[config.mk]
export PLATFORM = sky130hd
export DESIGN_NAME = vga_pattern_ctrl_flat
export DESIGN_NICKNAME = d
export VERILOG_FILES = /design/src/rtl/vga_pattern_ctrl_if.sv /design/src/rtl/vga_pattern_ctrl.sv /design/src/flat_wrapper.sv
export SDC_FILE = /design/constraint.sdc
export NUM_CORES = 1
export LEC_CHECK = 0
export BUFFER_PORTS_ARGS = -buffer_cell sky130_fd_sc_hd__buf_2
export CORE_MARGIN = 2
export CORE_UTILIZATION = 53
export DETAILED_ROUTE_END_ITERATION = 12
export PLACE_DENSITY = 0.8
export SETUP_SLACK_MARGIN = 0.15
export SLEW_MARGIN = 10
export SYNTH_ARGS = -nofsm -noshare
export SYNTH_HDL_FRONTEND = slang
export SYNTH_SLANG_ARGS = --single-unit
[constraint.sdc]
create_clock -name clk -period 2.55 [get_ports clk]
set_clock_uncertainty 0.05 [all_clocks]
set_input_delay 0.1275 -clock clk [delete_from_list [all_inputs] [get_ports clk]]
set_output_delay 0.1275 -clock clk [all_outputs]
set_load 0.02 [all_outputs]
[src/rtl/vga_pattern_ctrl_if.sv]
// Video output bundle of the VGA pattern controller: pattern controls in, timing and colour out.
// The master side is the pattern generator; the slave side is the display sink or its driver.
interface vga_pattern_ctrl_if #(
    parameter int CW = 4
);
    logic [2:0]      mode;
    logic [3*CW-1:0] solid_rgb;
    logic            vga_hsync;
    logic            vga_vsync;
    logic            vga_valid;
    logic [9:0]      h_addr;
    logic [9:0]      v_addr;
    logic [CW-1:0]   vga_red;
    logic [CW-1:0]   vga_green;
    logic [CW-1:0]   vga_blue;
    logic            frame_start;
    logic [15:0]     frame_cnt;

    modport master (
        input  mode, solid_rgb,
        output vga_hsync, vga_vsync, vga_valid, h_addr, v_addr,
        output vga_red, vga_green, vga_blue, frame_start, frame_cnt
    );

    modport slave (
        output mode, solid_rgb,
        input  vga_hsync, vga_vsync, vga_valid, h_addr, v_addr,
        input  vga_red, vga_green, vga_blue, frame_start, frame_cnt
    );
endinterface

[src/rtl/vga_pattern_ctrl.sv]
// Parametrised VGA timing generator with a frame-synchronous test-pattern engine.
// Every output is registered one clock after the raster counter state it describes.
module vga_pattern_ctrl #(
    parameter int H_ACTIVE = 640,
    parameter int H_FP     = 16,
    parameter int H_SYNC   = 96,
    parameter int H_BP     = 48,
    parameter int V_ACTIVE = 480,
    parameter int V_FP     = 10,
    parameter int V_SYNC   = 2,
    parameter int V_BP     = 33,
    parameter int CW       = 4,
    parameter int SYNC_POL = 0,
    parameter int BOX      = 32
) (
    input  logic                clk,
    input  logic                rst,
    vga_pattern_ctrl_if.master  vga
);

    localparam int H_TOTAL = H_ACTIVE + H_FP + H_SYNC + H_BP;
    localparam int V_TOTAL = V_ACTIVE + V_FP + V_SYNC + V_BP;
    localparam logic [9:0] H_LAST   = 10'(H_TOTAL - 1);
    localparam logic [9:0] V_LAST   = 10'(V_TOTAL - 1);
    localparam logic [9:0] H_ACT    = 10'(H_ACTIVE);
    localparam logic [9:0] V_ACT    = 10'(V_ACTIVE);
    localparam logic [9:0] HS_BEG   = 10'(H_ACTIVE + H_FP);
    localparam logic [9:0] HS_END   = 10'(H_ACTIVE + H_FP + H_SYNC);
    localparam logic [9:0] VS_BEG   = 10'(V_ACTIVE + V_FP);
    localparam logic [9:0] VS_END   = 10'(V_ACTIVE + V_FP + V_SYNC);
    localparam logic [9:0] BX_MAX   = 10'(H_ACTIVE - BOX);
    localparam logic [9:0] BY_MAX   = 10'(V_ACTIVE - BOX);
    localparam logic [10:0] BOX_LEN = 11'(BOX);
    localparam logic       SYNC_ON  = (SYNC_POL != 0);
    localparam logic [9:0] B1 = 10'(1 * H_ACTIVE / 8);
    localparam logic [9:0] B2 = 10'(2 * H_ACTIVE / 8);
    localparam logic [9:0] B3 = 10'(3 * H_ACTIVE / 8);
    localparam logic [9:0] B4 = 10'(4 * H_ACTIVE / 8);
    localparam logic [9:0] B5 = 10'(5 * H_ACTIVE / 8);
    localparam logic [9:0] B6 = 10'(6 * H_ACTIVE / 8);
    localparam logic [9:0] B7 = 10'(7 * H_ACTIVE / 8);

    function automatic logic [2:0] bar_index(input logic [9:0] x);
        logic [2:0] k;
        if (x < B1)      k = 3'd0;
        else if (x < B2) k = 3'd1;
        else if (x < B3) k = 3'd2;
        else if (x < B4) k = 3'd3;
        else if (x < B5) k = 3'd4;
        else if (x < B6) k = 3'd5;
        else if (x < B7) k = 3'd6;
        else             k = 3'd7;
        return k;
    endfunction

    // One bit per channel {R,G,B}: white, yellow, cyan, green, magenta, red, blue, black.
    function automatic logic [2:0] bar_colour(input logic [2:0] k);
        logic [2:0] c;
        case (k)
            3'd0:    c = 3'b111;
            3'd1:    c = 3'b110;
            3'd2:    c = 3'b011;
            3'd3:    c = 3'b010;
            3'd4:    c = 3'b101;
            3'd5:    c = 3'b100;
            3'd6:    c = 3'b001;
            default: c = 3'b000;
        endcase
        return c;
    endfunction

    // Returns {dir_neg, pos}; the box reverses on the step after it touches a limit.
    function automatic logic [10:0] box_step(input logic [9:0] pos, input logic neg,
                                             input logic [9:0] lim);
        logic [10:0] r;
        if (lim == 10'd0) begin
            r = {neg, pos};
        end else if (!neg) begin
            if (pos == lim) r = {1'b1, pos - 10'd1};
            else            r = {1'b0, pos + 10'd1};
        end else begin
            if (pos == 10'd0) r = {1'b0, 10'd1};
            else              r = {1'b1, pos - 10'd1};
        end
        return r;
    endfunction

    logic [9:0]      h_cnt_q, h_cnt_d, v_cnt_q, v_cnt_d;
    logic [2:0]      mode_q, mode_d;
    logic [15:0]     frame_cnt_q, frame_cnt_d;
    logic [9:0]      bx_q, bx_d, by_q, by_d;
    logic            dx_q, dx_d, dy_q, dy_d;
    logic            hsync_q, hsync_d, vsync_q, vsync_d, valid_q, valid_d;
    logic [9:0]      h_addr_q, h_addr_d, v_addr_q, v_addr_d;
    logic [CW-1:0]   red_q, red_d, green_q, green_d, blue_q, blue_d;
    logic            fs_q, fs_d;
    logic            eol_s, eof_s, active_s, in_box_s;
    logic [2:0]      col_s;
    logic [10:0]     bx_step_s, by_step_s;
    logic [3*CW-1:0] rgb_s;

    // Raster counters, frame-boundary mode latch, frame counter and box motion.
    always_comb begin
        eol_s       = (h_cnt_q == H_LAST);
        eof_s       = eol_s && (v_cnt_q == V_LAST);
        bx_step_s   = box_step(bx_q, dx_q, BX_MAX);
        by_step_s   = box_step(by_q, dy_q, BY_MAX);
        h_cnt_d     = h_cnt_q + 10'd1;
        v_cnt_d     = v_cnt_q;
        mode_d      = mode_q;
        frame_cnt_d = frame_cnt_q;
        bx_d        = bx_q;
        by_d        = by_q;
        dx_d        = dx_q;
        dy_d        = dy_q;
        if (eol_s) begin
            h_cnt_d = 10'd0;
            if (v_cnt_q == V_LAST) v_cnt_d = 10'd0;
            else                   v_cnt_d = v_cnt_q + 10'd1;
        end else begin
            v_cnt_d = v_cnt_q;
        end
        if (eof_s) begin
            mode_d      = vga.mode;
            frame_cnt_d = frame_cnt_q + 16'd1;
            {dx_d, bx_d} = bx_step_s;
            {dy_d, by_d} = by_step_s;
        end else begin
            mode_d = mode_q;
        end
    end

    // Pattern colour for the current counter position, black outside active video.
    always_comb begin
        active_s = (h_cnt_q < H_ACT) && (v_cnt_q < V_ACT);
        col_s    = bar_colour(bar_index(h_cnt_q));
        in_box_s = ({1'b0, h_cnt_q} >= {1'b0, bx_q}) && ({1'b0, h_cnt_q} < {1'b0, bx_q} + BOX_LEN) &&
                   ({1'b0, v_cnt_q} >= {1'b0, by_q}) && ({1'b0, v_cnt_q} < {1'b0, by_q} + BOX_LEN);
        rgb_s    = {(3*CW){1'b0}};
        if (active_s) begin
            case (mode_q)
                3'd0: rgb_s = vga.solid_rgb;
                3'd1: rgb_s = {{CW{col_s[2]}}, {CW{col_s[1]}}, {CW{col_s[0]}}};
                3'd2: rgb_s = (h_cnt_q[5] ^ v_cnt_q[5]) ? {(3*CW){1'b0}} : {(3*CW){1'b1}};
                3'd3: rgb_s = {h_cnt_q[CW+3:4], v_cnt_q[CW+3:4], h_cnt_q[CW+3:4] ^ v_cnt_q[CW+3:4]};
                3'd4: rgb_s = in_box_s ? vga.solid_rgb : {(3*CW){1'b0}};
                default: rgb_s = {(3*CW){1'b0}};
            endcase
        end else begin
            rgb_s = {(3*CW){1'b0}};
        end
    end

    // Next values of the registered video outputs.
    always_comb begin
        hsync_d  = ((h_cnt_q >= HS_BEG) && (h_cnt_q < HS_END)) ? SYNC_ON : ~SYNC_ON;
        vsync_d  = ((v_cnt_q >= VS_BEG) && (v_cnt_q < VS_END)) ? SYNC_ON : ~SYNC_ON;
        valid_d  = active_s;
        h_addr_d = active_s ? h_cnt_q : 10'd0;
        v_addr_d = active_s ? v_cnt_q : 10'd0;
        red_d    = rgb_s[3*CW-1:2*CW];
        green_d  = rgb_s[2*CW-1:CW];
        blue_d   = rgb_s[CW-1:0];
        fs_d     = (h_cnt_q == 10'd0) && (v_cnt_q == 10'd0);
    end

    // State and output registers with synchronous active-low reset.
    always_ff @(posedge clk) begin
        if (!rst) begin
            h_cnt_q     <= 10'd0;
            v_cnt_q     <= 10'd0;
            mode_q      <= 3'd0;
            frame_cnt_q <= 16'd0;
            bx_q        <= 10'd0;
            by_q        <= 10'd0;
            dx_q        <= 1'b0;
            dy_q        <= 1'b0;
            hsync_q     <= ~SYNC_ON;
            vsync_q     <= ~SYNC_ON;
            valid_q     <= 1'b0;
            h_addr_q    <= 10'd0;
            v_addr_q    <= 10'd0;
            red_q       <= {CW{1'b0}};
            green_q     <= {CW{1'b0}};
            blue_q      <= {CW{1'b0}};
            fs_q        <= 1'b0;
        end else begin
            h_cnt_q     <= h_cnt_d;
            v_cnt_q     <= v_cnt_d;
            mode_q      <= mode_d;
            frame_cnt_q <= frame_cnt_d;
            bx_q        <= bx_d;
            by_q        <= by_d;
            dx_q        <= dx_d;
            dy_q        <= dy_d;
            hsync_q     <= hsync_d;
            vsync_q     <= vsync_d;
            valid_q     <= valid_d;
            h_addr_q    <= h_addr_d;
            v_addr_q    <= v_addr_d;
            red_q       <= red_d;
            green_q     <= green_d;
            blue_q      <= blue_d;
            fs_q        <= fs_d;
        end
    end

    assign vga.vga_hsync   = hsync_q;
    assign vga.vga_vsync   = vsync_q;
    assign vga.vga_valid   = valid_q;
    assign vga.h_addr      = h_addr_q;
    assign vga.v_addr      = v_addr_q;
    assign vga.vga_red     = red_q;
    assign vga.vga_green   = green_q;
    assign vga.vga_blue    = blue_q;
    assign vga.frame_start = fs_q;
    assign vga.frame_cnt   = frame_cnt_q;

endmodule
[src/flat_wrapper.sv]
// flat-port wrapper written by rule: the top's interface ports become plain ports
module vga_pattern_ctrl_flat 
#(
    parameter int H_ACTIVE = 640,
    parameter int H_FP     = 16,
    parameter int H_SYNC   = 96,
    parameter int H_BP     = 48,
    parameter int V_ACTIVE = 480,
    parameter int V_FP     = 10,
    parameter int V_SYNC   = 2,
    parameter int V_BP     = 33,
    parameter int CW       = 4,
    parameter int SYNC_POL = 0,
    parameter int BOX      = 32
)
  (clk, rst, vga_mode, vga_solid_rgb, vga_vga_hsync, vga_vga_vsync, vga_vga_valid, vga_h_addr, vga_v_addr, vga_vga_red, vga_vga_green, vga_vga_blue, vga_frame_start, vga_frame_cnt);
  vga_pattern_ctrl_if #(.CW(CW)) vga_i ();
  input  logic clk;
  input  logic rst;
  input wire logic [$bits(vga_i.mode)-1:0] vga_mode;
  input wire logic [$bits(vga_i.solid_rgb)-1:0] vga_solid_rgb;
  output wire logic [$bits(vga_i.vga_hsync)-1:0] vga_vga_hsync;
  output wire logic [$bits(vga_i.vga_vsync)-1:0] vga_vga_vsync;
  output wire logic [$bits(vga_i.vga_valid)-1:0] vga_vga_valid;
  output wire logic [$bits(vga_i.h_addr)-1:0] vga_h_addr;
  output wire logic [$bits(vga_i.v_addr)-1:0] vga_v_addr;
  output wire logic [$bits(vga_i.vga_red)-1:0] vga_vga_red;
  output wire logic [$bits(vga_i.vga_green)-1:0] vga_vga_green;
  output wire logic [$bits(vga_i.vga_blue)-1:0] vga_vga_blue;
  output wire logic [$bits(vga_i.frame_start)-1:0] vga_frame_start;
  output wire logic [$bits(vga_i.frame_cnt)-1:0] vga_frame_cnt;
  assign vga_i.mode = vga_mode;
  assign vga_i.solid_rgb = vga_solid_rgb;
  assign vga_vga_hsync = vga_i.vga_hsync;
  assign vga_vga_vsync = vga_i.vga_vsync;
  assign vga_vga_valid = vga_i.vga_valid;
  assign vga_h_addr = vga_i.h_addr;
  assign vga_v_addr = vga_i.v_addr;
  assign vga_vga_red = vga_i.vga_red;
  assign vga_vga_green = vga_i.vga_green;
  assign vga_vga_blue = vga_i.vga_blue;
  assign vga_frame_start = vga_i.frame_start;
  assign vga_frame_cnt = vga_i.frame_cnt;
  vga_pattern_ctrl #(.H_ACTIVE(H_ACTIVE), .H_FP(H_FP), .H_SYNC(H_SYNC), .H_BP(H_BP), .V_ACTIVE(V_ACTIVE), .V_FP(V_FP), .V_SYNC(V_SYNC), .V_BP(V_BP), .CW(CW), .SYNC_POL(SYNC_POL), .BOX(BOX)) u_core (.clk(clk), .rst(rst), .vga(vga_i));
endmodule
# ---- Yosys cells after proc, flatten, opt, wreduce, memory -nomap -nowiden
# Index checks and enable logic that the tools add are counted.
dict set report totals {
  reg_bits 97
  input_bits 17
  wordCells 96
  output_inout_bits 52
}
dict set report classes {
  order_cmp 17
  addsub 9
  n_reduce_logical 16
  muxes 20
  eq_ne 14
  bitwise 3
}
# cell n
set ops {}
lappend ops {{2-to-1 mux 11 bit} 6}
lappend ops {{one-hot mux 12 bit (5 select lines)} 1}
lappend ops {{< comparator 10 x 9 -> 1 bit, second input constant} 5}
lappend ops {{adder 10 x 1 -> 10 bit, second input constant} 4}
lappend ops {{logical NOT 10 bit} 4}
lappend ops {{== test 10 bit, second input constant} 3}
lappend ops {{< comparator 10 bit, second input constant} 3}
lappend ops {{2-to-1 mux 12 bit} 2}
lappend ops {{adder 10 x 6 -> 11 bit, second input constant} 2}
lappend ops {{< comparator 10 x 11 -> 1 bit} 2}
lappend ops {{one-hot mux 3 bit (7 select lines)} 1}
lappend ops {{greater-or-equal comparator 10 bit} 2}
lappend ops {{< comparator 10 x 8 -> 1 bit, second input constant} 2}
lappend ops {{subtractor 10 x 1 -> 10 bit, second input constant} 2}
lappend ops {{2-to-1 mux 3 bit} 6}
lappend ops {{adder 16 x 1 -> 16 bit, second input constant} 1}
lappend ops {{== test 3 x 2 -> 1 bit, second input constant} 4}
lappend ops {{== test 3 bit, second input constant} 4}
lappend ops {{== test 10 x 9 -> 1 bit, second input constant} 1}
lappend ops {{greater-or-equal comparator 10 bit, second input constant} 1}
lappend ops {{greater-or-equal comparator 10 x 9 -> 1 bit, second input constant} 1}
lappend ops {{< comparator 10 x 7 -> 1 bit, second input constant} 1}
lappend ops {{2-to-1 mux 10 bit} 1}
lappend ops {{logical AND 1 bit} 8}
lappend ops {{other kinds (8)} 12}

# ---- Depth between registers and ports, before layout
dict set report depth {
  depth_word 11
  mapped_depth 12
  depth_no_buf 10
}

# ---- Least setup slack after synthesis
# OpenSTA, ideal clock, no wires.
dict set report synth_path {
  path_kind {register -> register}
  startpoint {register u_core.v_cnt_q[0]}
  endpoint {register u_core.frame_cnt_q[7], in the netlist u_core.vga.frame_cnt[7]}
  n_path_buf 0
  stages_incl_launch_ff 9
  arrival_time_ns 2.298
  setup_time_ns 0.115
  setup_slack_ns 0.088
  cell_sequence {dfxtp_1 -> inv_1 -> ha_1 -> or4b_4 -> or4_4 -> nor3_1 -> nand4_1 -> xnor2_1 -> and2_1}
}
dict set report synth_between {
  elab_chain_len 2
}
# element line_no
set synth_lines {}
lappend synth_lines {{start: declaration} vga_pattern_ctrl.sv:88} ;# logic [9:0] h_cnt_q, h_cnt_d, v_cnt_q, v_cnt_d;
lappend synth_lines {{start signal: assignment} vga_pattern_ctrl.sv:189} ;# v_cnt_q <= v_cnt_d;
lappend synth_lines {{== test 10 bit} vga_pattern_ctrl.sv:105} ;# eof_s = eol_s && (v_cnt_q == V_LAST);
lappend synth_lines {{logical AND 1 bit} vga_pattern_ctrl.sv:105}
lappend synth_lines {{end signal: assignment} vga_pattern_ctrl.sv:191} ;# frame_cnt_q <= frame_cnt_d;
lappend synth_lines {{end: declaration} vga_pattern_ctrl.sv:90} ;# logic [15:0] frame_cnt_q, frame_cnt_d;
# No other way between the ends.
# A chain may end at the register's enable or synchronous reset.

# ---- Final worst setup path
dict set report layout_path {
  startpoint {register u_core.bx_q[8]}
  endpoint {register u_core.green_q[3], in the netlist u_core.vga.vga_green[3]}
}
dict set report layout_between {
  elab_chain_len 7
}
# element line_no
set layout_lines {}
lappend layout_lines {{start: declaration} vga_pattern_ctrl.sv:91} ;# logic [9:0] bx_q, bx_d, by_q, by_d;
lappend layout_lines {{start signal: assignment} vga_pattern_ctrl.sv:174} ;# bx_q <= 10'd0;
lappend layout_lines {{start signal: assignment} vga_pattern_ctrl.sv:192} ;# bx_q <= bx_d;
lappend layout_lines {{adder 10 x 6 -> 11 bit} vga_pattern_ctrl.sv:137} ;# in_box_s = ({1'b0, h_cnt_q} >= {1'b0, bx_q}) && ({1'b0, h_cnt_q} < {1'b0, bx_q} + BOX_LEN) &&
lappend layout_lines {{< comparator 10 x 11 -> 1 bit} vga_pattern_ctrl.sv:137}
lappend layout_lines {{logical AND 1 bit * (2 in series)} vga_pattern_ctrl.sv:137}
lappend layout_lines {{logical AND 1 bit *} vga_pattern_ctrl.sv:138} ;# ({1'b0, v_cnt_q} >= {1'b0, by_q}) && ({1'b0, v_cnt_q} < {1'b0, by_q} + BOX_LEN);
lappend layout_lines {{2-to-1 mux 12 bit *} vga_pattern_ctrl.sv:146} ;# 3'd4: rgb_s = in_box_s ? vga.solid_rgb : {(3*CW){1'b0}};
lappend layout_lines {{one-hot mux 12 bit (5 select lines) *} vga_pattern_ctrl.sv:141} ;# case (mode_q)
lappend layout_lines {{end signal: assignment} vga_pattern_ctrl.sv:184} ;# green_q <= {CW{1'b0}};
lappend layout_lines {{end signal: assignment} vga_pattern_ctrl.sv:202} ;# green_q <= green_d;
lappend layout_lines {{end: declaration} vga_pattern_ctrl.sv:95} ;# logic [CW-1:0] red_q, red_d, green_q, green_d, blue_q, blue_d;
# Every way passes the cells marked *; elsewhere a longest branch is shown, timed or not.

==> metrics.yaml <==
status: "finished, violations left"
failed_checks: "setup timing"
grt_pass1_vias: 5259
critPathLaunchType: "register"
antenna_left: 0
htreeDepth: 3
instances_no_fill: 933
cp.depth: 11
syn_area_per_cell_um2: 8.35
synth.area.mux_share_pct: 0.732
io_pins: 69
overflow: 0
clockPowerShare_pct: 37.3
wl_met3_mm: 1.06
grt.total_usage_pct: 27.1
core_um2: 10300
grt_pass1_wl_mm: 25.0
synth-simple-area-share_pct: 27.2
wirelength_mm: 15.8
yosysSeqAreaShare_pct: 34.4
synth_top_family_by_area: "simple AND/OR/NAND/NOR gates"
vias: 5518
cts_tree: "built"
worstPathCellList: "buf_4 > inv_1 > xnor2_1 > ha_1 > o21ai_0 > nor2_1 > o22ai_1 > o2111a_1 > nand4_1 > buf_6 > o22ai_2"
yosysTopAreaCellShare_pct: 34.4
place_congestion: 0.896
ys_ff_latch: 97
slowest_delay_ns: 0.43
power_density_nw_per_um2: 386
critPathArrivalTime_ns: 2.86
worst_slack_ns: -0.0494
synth_xor_area_share_pct: 7.30
ys.flop_type: "dfxtp_1"
insertion_delay_ns: 0.37
grt_max_degree: 43
port_buffers: 68
synth_cell_types: 66
synth_compound_area_share_pct: 15.2
endpoint_kind: "register"
antenna_cells: 0
place_hpwl_mm: 10.7
grt_antenna_before_repair: 0
slew_violations: 0
async_reset_ff_share_pct: 0
wl_met1_mm: 6.69
maxCapViolCount: 0
combPwrFrac_pct: 6.4
seqPwrFrac_pct: 56.4
synthAdderAreaFrac_pct: 9.54
drtIter0Drc: 426
p_int_mw: 2.06
synth_nets: 736
fin_nets: 852
wire_per_inst_um: 16.9
dp.cells: 885
syn2layout_area_growth_pct: 25.5
worst_path_max_delay_cell: "dfxtp_1"
hp-class: "input pin to register"
crit_required_ns: 2.81
synthTopCellsByArea: "dfxtp_1, ha_1, xnor2_1"
drive_gt1_share_pct: 25.6
initial_core_util_pct: 54.6
clk_path_buf_depth: 2
clock-sinks: 97
drc_errors: 0
synth_edf_count: 0
cts_made_buffers: 9
worstPathMaxFanout: 6
critPathBufInv: 3
critPathTopFamily: "compound AO/OA/AOI/OAI gates"
finalCriticalPeriod_ns: 2.60
top_layer: "met4"
root_buffer: "clkbuf_8"
worstSetupPathType: "register to register"
synth_area_leader_cell: "dfxtp_1"
met2_wirelength_mm: 7.58
rsz0062_at_grt: "yes"
setup_violations: 11
netSwitchingPower_uw: 674
setup_tns_ns: -0.276
hold_depth: 3
routed_via_density: 5.91
p_sw_share_pct: 24.7
std_cell_rows: 37
fmax_mhz: 385
r2r.worst_path.cells: 11
dr.pass1.iters: 5
max-vdd-ir-drop_mv: 0.242
die_y_um: 107
netlist_instances: 676
synth_area_um2: 5640
power.leakage_nw: 3.07
yosys_warnings: 0
hold_violations: 0
die_w_um: 107
max_slew_margin_pct: 61.4
dieArea_um2: 11500
tightestPinTransition_ns: 0.578
finalCritPeriodShare_pct: 102
clk_pin_slew_worst_paths_ns: 0.10
cell usage in the layout, fill, tap and decap left out, types with 6 or more instances in the layout:
| cell | instances |
|---|---|
| a21boi_0 | 7 |
| a21oi_1 | 32 |
| a221oi_1 | 9 |
| and2_1 | 37 |
| and3_1 | 9 |
| buf_2 | 68 |
| buf_4 | 52 |
| clkbuf_8 | 9 |
| dfxtp_1 | 83 |
| dfxtp_2 | 10 |
| dlygate4sd3_1 | 15 |
| ha_1 | 38 |
| inv_1 | 40 |
| nand2_1 | 44 |
| nand2b_1 | 8 |
| nand3_1 | 30 |
| nand4_1 | 17 |
| nor2_1 | 37 |
| nor2b_1 | 14 |
| nor3_1 | 15 |
| nor4_1 | 7 |
| o21ai_0 | 28 |
| o21ai_1 | 7 |
| o22ai_1 | 7 |
| o31ai_1 | 6 |
| or3_1 | 7 |
| xnor2_1 | 28 |
| xor2_1 | 18 |
layer usage:
metal	global-route usage (%)	vias up
met1	34.0	2549
met5	0	-
met2	46.9	284
met3	3.28	50
met4	11.2	0
li1	-	2635
worst register-to-register path, delay by kind of cell (launching register included):
kind	cells	cell delay, ns
AOI/OAI and AO/OA	4	0.83
buffers and inverters	3	0.46
DFF	1	0.43
and+or+nand+nor	2	0.30
adders and majority gates	1	0.28
xor gates and xnor gates	1	0.18
power groups by stage:
stage / clock (mW) / combinational (mW) / sequential [mW]
final: 1.02 / 0.174 / 1.54
after global routing: 1.09 / 0.188 / 1.54
after CTS: 1.02 / 0.164 / 1.54
after detailed placement: 0 / 0.143 / 1.58
after global placement: 0 / 0.140 / 1.58
after floorplan: 0 / 0.0621 / 1.60
worst paths after layout:
kind	startpoint	to	slack (ns)
hold / removal	rst	u_core.vga.vga_valid	0.28
hold reg to reg	u_core.h_cnt_q[0]	u_core.vga.h_addr[0]	0.46
setup reg to reg	u_core.bx_q[8]	u_core.vga.vga_green[3]	-0.05
setup / recovery	u_core.bx_q[8]	u_core.vga.vga_green[3]	-0.05
cells by family after synthesis:
group           count (synthesis)
simple gates                  270
buf+inv                        79
other cells                     1
xor+xnor                       47
fa+ha+maj                      43
flops                          97
compound gates                135
mux                             4
area by class of cell:
| type | count | area, um2 |
|---|---|---|
| flip-flops and latches | 97 | 1970 |
| clock buffers | 9 | 124 |
| multi-input cells | 500 | 3630 |
| inverters | 43 | 161 |
| fillers | 781 | 3240 |
| well taps | 136 | 170 |
| repair buffers | 141 | 957 |
| clock inverters | 7 | 70.1 |
synth_stat cells, types with 9 or more instances:
cell and instances:
dfxtp_1 97, nand2_1 45, ha_1 43, inv_1 43, o21ai_0 38, nor2_1 37, and2_1 36, nand3_1 35
a21oi_1 32, xnor2_1 29, clkbuf_1 27, nor3_1 18, xor2_1 18, nand4_1 17, nor2b_1 14, a221oi_1 9
and3_1 9, o22ai_1 9
flip-flops by register name, indices dropped and copies added (netlist names), 3 cells and up:
| name | flops |
|---|---|
| u_core.vga.frame_cnt | 16 |
| u_core.vga.vga_blue | 4 |
| u_core.bx_q | 10 |
| u_core.by_q | 10 |
| u_core.h_cnt_q | 10 |
| u_core.vga.h_addr | 10 |
| u_core.vga.v_addr | 10 |
| u_core.vga.vga_red | 4 |
| u_core.vga.vga_green | 4 |
| u_core.mode_q | 3 |
| u_core.v_cnt_q | 10 |
through the flow:
stage	util (%)	area (um2)	setup WS, ns	power [mW]	hold slack, ns
after floorplan	-	5660	0.194	1.66	0.199
after global placement	61.3	6330	0.129	1.72	0.306
after detailed placement	61.3	6330	0.00584	1.72	0.313
after CTS	66.4	6850	0.0861	2.73	0.262
after global routing	68.6	7080	-0.159	2.82	0.277
final	68.6	7080	-0.0494	2.73	0.279
what timing repair did:
item | 4_1_cts | 5_1_grt
setup endpoints to repair | 25 | 56
hold endpoints to repair | 15 | 0
hold buffers | 15 | 0
pin swaps | 14 | 15
setup buffers | 9 | 7
gates cloned | 1 | 0
gates resized for setup | 38 | 39
No activity file was read; power rests on OpenSTA's default activity.
